`src/rtl/cva5_fifo_structure.sv`:
```
// cva5_fifo_structure
//   Show-ahead FIFO storage used on the structure side of the core's
//   enqueue/dequeue handshake. The depth is configurable. It provides a
//   synchronous flush, an occupancy count, an almost-full threshold, and
//   sticky overflow/underflow error flags.
//
// Ports
//   clk            : core clock, rising-edge
//   rst            : asynchronous active-high reset
//   flush          : synchronous clear of all entries (highest priority)
//   potential_push : early push hint; a push without it is rejected
//   push / data_in : enqueue request and payload
//   pop            : dequeue the head entry
//   data_out       : head entry (valid only when valid=1)
//   valid          : FIFO non-empty
//   full           : count == DEPTH
//   almost_full    : count >= ALMOST_FULL_THRESHOLD
//   count          : current occupancy
//   overflow       : sticky, push refused (full without pop, or no hint)
//   underflow      : sticky, pop attempted while empty
module cva5_fifo_structure #(
  parameter int unsigned DATA_WIDTH            = 42,
  parameter int unsigned DEPTH                 = 4,
  parameter int unsigned ALMOST_FULL_THRESHOLD = DEPTH - 1
) (
  input  logic                         clk,
  input  logic                         rst,
  input  logic                         flush,
  input  logic                         potential_push,
  input  logic                         push,
  input  logic [DATA_WIDTH-1:0]        data_in,
  input  logic                         pop,
  output logic [DATA_WIDTH-1:0]        data_out,
  output logic                         valid,
  output logic                         full,
  output logic                         almost_full,
  output logic [$clog2(DEPTH+1)-1:0]   count,
  output logic                         overflow,
  output logic                         underflow
);

  localparam int unsigned CNT_W = $clog2(DEPTH + 1);
  localparam int unsigned PTR_W = (DEPTH > 1) ? $clog2(DEPTH) : 1;
  localparam logic [CNT_W-1:0] FULL_CNT = CNT_W'(DEPTH);
  localparam logic [CNT_W-1:0] AF_CNT   = CNT_W'(ALMOST_FULL_THRESHOLD);

  logic [DATA_WIDTH-1:0] mem_q [DEPTH];
  logic [CNT_W-1:0]      count_q, count_d;
  logic                  overflow_q, overflow_d;
  logic                  underflow_q, underflow_d;
  logic [PTR_W-1:0]      rd_ptr, wr_ptr;
  logic                  push_acc, pop_acc;

  // Accepted push/pop. A push needs both the hint and room. When full,
  // room is also available if a pop happens in the same cycle. A pop
  // needs a non-empty FIFO, so push+pop on an empty FIFO only enqueues.
  // Flush discards both.
  always_comb begin
    push_acc = ~flush & push & potential_push & (~full | pop);
    pop_acc  = ~flush & pop & valid;
  end

  generate
    if (DEPTH == 1) begin : g_single
      assign rd_ptr = '0;
      assign wr_ptr = '0;
    end else begin : g_ptrs
      logic [PTR_W-1:0] rd_ptr_q, rd_ptr_d;
      logic [PTR_W-1:0] wr_ptr_q, wr_ptr_d;

      // Power-of-two depth: natural pointer overflow is the modulo wrap.
      always_comb begin
        rd_ptr_d = rd_ptr_q;
        wr_ptr_d = wr_ptr_q;
        if (flush) begin
          rd_ptr_d = '0;
          wr_ptr_d = '0;
        end else begin
          if (pop_acc)  rd_ptr_d = rd_ptr_q + PTR_W'(1);
          if (push_acc) wr_ptr_d = wr_ptr_q + PTR_W'(1);
        end
      end

      always_ff @(posedge clk or posedge rst) begin
        if (rst) begin
          rd_ptr_q <= '0;
          wr_ptr_q <= '0;
        end else begin
          rd_ptr_q <= rd_ptr_d;
          wr_ptr_q <= wr_ptr_d;
        end
      end

      assign rd_ptr = rd_ptr_q;
      assign wr_ptr = wr_ptr_q;
    end
  endgenerate

  // Storage is not reset. When full, push+pop writes the old head slot
  // (wr_ptr == rd_ptr) at the same edge that the head advances.
  always_ff @(posedge clk) begin
    if (push_acc) mem_q[wr_ptr] <= data_in;
  end

  always_comb begin
    count_d = count_q;
    if (flush) begin
      count_d = '0;
    end else begin
      case ({push_acc, pop_acc})
        2'b10:   count_d = count_q + CNT_W'(1);
        2'b01:   count_d = count_q - CNT_W'(1);
        default: count_d = count_q;
      endcase
    end
    overflow_d  = overflow_q  | (~flush & push & ((full & ~pop) | ~potential_push));
    underflow_d = underflow_q | (~flush & pop & ~valid);
  end

  always_ff @(posedge clk or posedge rst) begin
    if (rst) begin
      count_q     <= '0;
      overflow_q  <= 1'b0;
      underflow_q <= 1'b0;
    end else begin
      count_q     <= count_d;
      overflow_q  <= overflow_d;
      underflow_q <= underflow_d;
    end
  end

  assign data_out    = mem_q[rd_ptr];
  assign valid       = (count_q != '0);
  assign full        = (count_q == FULL_CNT);
  assign almost_full = (count_q >= AF_CNT);
  assign count       = count_q;
  assign overflow    = overflow_q;
  assign underflow   = underflow_q;

endmodule

```
`config.mk`:
```
export PLATFORM = sky130hd
export DESIGN_NAME = cva5_fifo_structure
export DESIGN_NICKNAME = d
export VERILOG_FILES = /design/src/rtl/cva5_fifo_structure.sv
export SDC_FILE = /design/constraint.sdc
export NUM_CORES = 1
export LEC_CHECK = 0
export BUFFER_PORTS_ARGS = -buffer_cell sky130_fd_sc_hd__buf_4
export CELL_PAD_IN_SITES_DETAIL_PLACEMENT = 1
export CELL_PAD_IN_SITES_GLOBAL_PLACEMENT = 2
export CORE_UTILIZATION = 30
export DETAILED_ROUTE_END_ITERATION = 10
export PLACE_DENSITY = 0.62
export SLEW_MARGIN = 5
export SYNTH_ARGS = -nofsm -noshare
export SYNTH_HDL_FRONTEND = slang
export SYNTH_SLANG_ARGS = --single-unit
```
`constraint.sdc`:
```
create_clock -name clk -period 2.33 [get_ports clk]
set_input_delay 0.233 -clock clk [delete_from_list [all_inputs] [get_ports clk]]
set_output_delay 0.233 -clock clk [all_outputs]
set_load 0.005 [all_outputs]
```
==> results by group <==
Status
  • Outcome: completed

Die
  • Die W: 150.8 um
  • Die H: 150.8 um
  • Core area: 21760 um2
  • Initial Utilization: 30.53%
  • Row cnt: 54
  • Die Area: 22740 um2
  • Io pins: 98

Cells and area
  • Commonest non-fill, non-tap cell in the layout: edfxtp_1
  • Synth-to-layout area growth: 30.92%
  • Area of the multi-input gates: 1282 um2
  • Fill cell count: 2117
  • Antenna diodes: 0
  • Layout cells sized above 1: 44.04%
  • Final cell count without fillers: 725
  • Most frequent cells in the layout: edfxtp_1 (168), buf_4 (110), mux4_2 (42), dlygate4sd3_1 (28), clkbuf_16 (17)
  • Final net count: 485
  • Final Util: 39.96%
  • Register Area: 5275 um2

Synth
  • Main combinational cell family by area after synthesis: multiplexers
  • Synth Area in Compound Gates: 1.206%
  • Synth area leader: edfxtp_1
  • Post-synthesis cell count: 283
  • Main synth FF type: edfxtp_1
  • Post-synthesis net count: 336
  • Post-synthesis sequential area ratio: 79.35%
  • Synth Area in XOR/XNOR: 0.7913%
  • Simple-gate area share of the yosys netlist: 1.714%
  • EDFF count, synth: 168
  • Synth Area in Adders: 1.055%
  • Syn_area_per_cell: 23.47 um2
  • Post-synthesis register bit count: 177
  • Area of the mapped netlist: 6641 um2
  • Area contributors post-synth: edfxtp_1 (76%), mux4_2 (14%), dfrtp_1 (3.4%)
  • Synth warn: 0
  • Asr flop ratio synth: 5.085%
  • Distinct cells, synth: 30
  • Top-area cell type share of the netlist area: 75.96%
  • Post-synthesis mux area share: 14.54%

Clock tree
  • Root Buffer: clkbuf_16
  • Clock latency on the worst-skew pair: 420 ps
  • Resized cells post-CTS: 0
  • Htree depth: 4
  • Total CTS buffers: 17
  • Clk sinks: 177
  • Worst-path clk slew: 70 ps
  • Clk buf depth: 2
  • Hold buffer count at cts: 28
  • # Post-CTS Setup Buffers: 0
  • CTS tree: done

Routing
  • DR pass1 iterations: 4
  • Average wire per standard cell: 18.26 um
  • Vias: 3275
  • Antenna viol nets, final: 0
  • Detailed-route DRC error count: 0
  • Detail-routed via count per cell: 4.517
  • Final wirelength: 13240 um
  • DRT iter0 DRCs: 208

Job
  • Number of max-cap violations: 0

STA
  • Worst setup margin: 219.2 ps
  • Rel. slew slack: 71.36%
  • Final slew viol count: 0
  • Unrepaired setup endpoints after global routing: no
  • Final period util: 90.59%
  • Final Hold Viols: 0
  • Setup TNS: 0 ps
  • Min Tclk post-route: 2111 ps
  • Setup violators final: 0
  • Measured slew at the worst slew-check pin: 429.6 ps
  • Highest clock rate: 473.8 MHz
  • Final setup skew: 7.160 ps

Placement
  • GPL Wtd Cong: 0.7788
  • Placement Setup Slack: 189.0 ps
  • Inst Count DP: 665
  • Detailed Place HPWL: 8264 um
  • Number of I/O port buffers: 97

Hold path
  • HP Class: input pin to flop
  • Min-delay src: data_in[32]

Critical path
  • CP Launch Point: g_ptrs.rd_ptr_q[0]
  • Crit Path Class: flop to output port
  • WP data arrival: 1880 ps
  • Worst Setup End Kind: output port
  • Reg-to-Reg Start: count[0]
  • Worst path required time: 2100 ps
  • Max Fanout on Critical Path: 14
  • Critical path startpoint category: flop

Pwr
  • Peak VDD IR: 0.4698 mV
  • Leak: 0.002968 uW
  • Pwr Density: 791.9 nW/um2

Global routing
  • First-pass GRT wire length: 20130 um
  • GR Overflow Total: 0
  • GRT Resource Usage Total: 12.42%
  • Initial antenna violation count: 0
  • Largest net degree at the start of global routing: 31
  • Vias in the first global route: 3539
## cell type report
class                           count  share of cell area, %
Clock inverter                     15                  1.669
Timing Repair Buffer              142                  13.64
Sequential cell                   177                  60.67
Inverter                            8                 0.3454
Multi-Input combinational cell     86                  14.75
Tap cell                          280                  4.029
Clock buffer                       17                  4.893
## synth_stat cells (all sizes together), types with 3 or more instances
cell type / number
edfxtp: 168
mux4: 42
dfrtp: 9
inv: 8
buf: 6
clkbuf: 6
nor2: 6
and2: 5
ha: 4
xnor2: 3
xor2: 3
## report_power, final
part           switching, uW  leakage, uW  internal (uW)
clock                   1230     0.000268           1500
combinational            260      0.00107            353
sequential              12.3      0.00163           3520
total                   1510      0.00297           5380
## per-stage QoR
step | hold slack [ps] | area [um2] | total power, uW
floorplan | 60.92 | 6641 | 3879
global placement | 246.0 | 7844 | 4191
detailed placement | 257.7 | 7844 | 4198
CTS | 0.04505 | 8695 | 6994
global route | 3.523 | 8695 | 7119
finish | 16.72 | 8695 | 6886
## cell families after synthesis
logic type,after synthesis
AO/OA/AOI/OAI,11
XOR/XNOR,6
adder cells (fa/ha/maj),5
buffers and inverters,20
flip-flops,177
multiplexers,44
AND/OR/NAND/NOR,20
## path summary, 6_finish.rpt
check                                     end  slack (ps)  cells after the start
min in group asynchronous            count[0]         350                      3
setup reg to reg                     count[2]         270                      7
setup / recovery                 data_out[29]         220                      3
hold / removal                   mem_q[2][32]          20                      1
hold reg to reg                      overflow         490                      1
max in group asynchronous  g_ptrs.rd_ptr_q[0]        1650                      3
## worst max-delay path: stages, from the launching register on
cell and delay [ps]:
dfrtp_4 420, buf_4 290, mux4_2 570, buf_4 160
## registers in the layout, indices dropped and copies added (netlist names)
| register | count |
|---|---|
| underflow | 1 |
| mem_q | 168 |
| overflow | 1 |
| count | 3 |
| g_ptrs.wr_ptr_q | 2 |
| g_ptrs.rd_ptr_q | 2 |
## metal layers
| layer | wire [um] | part of all wire, % | up-vias | global-route usage [%] |
|---|---|---|---|---|
| met4 | 153 | 1.2 | 0 | 4.500 |
| li1 | - | - | 1474 | - |
| met1 | 5754 | 43 | 1720 | 15.16 |
| met5 | 0 | 0 | - | 0 |
| met3 | 500 | 3.8 | 13 | 3.313 |
| met2 | 6834 | 52 | 68 | 21.12 |
(Power assumes the default switching activity.)
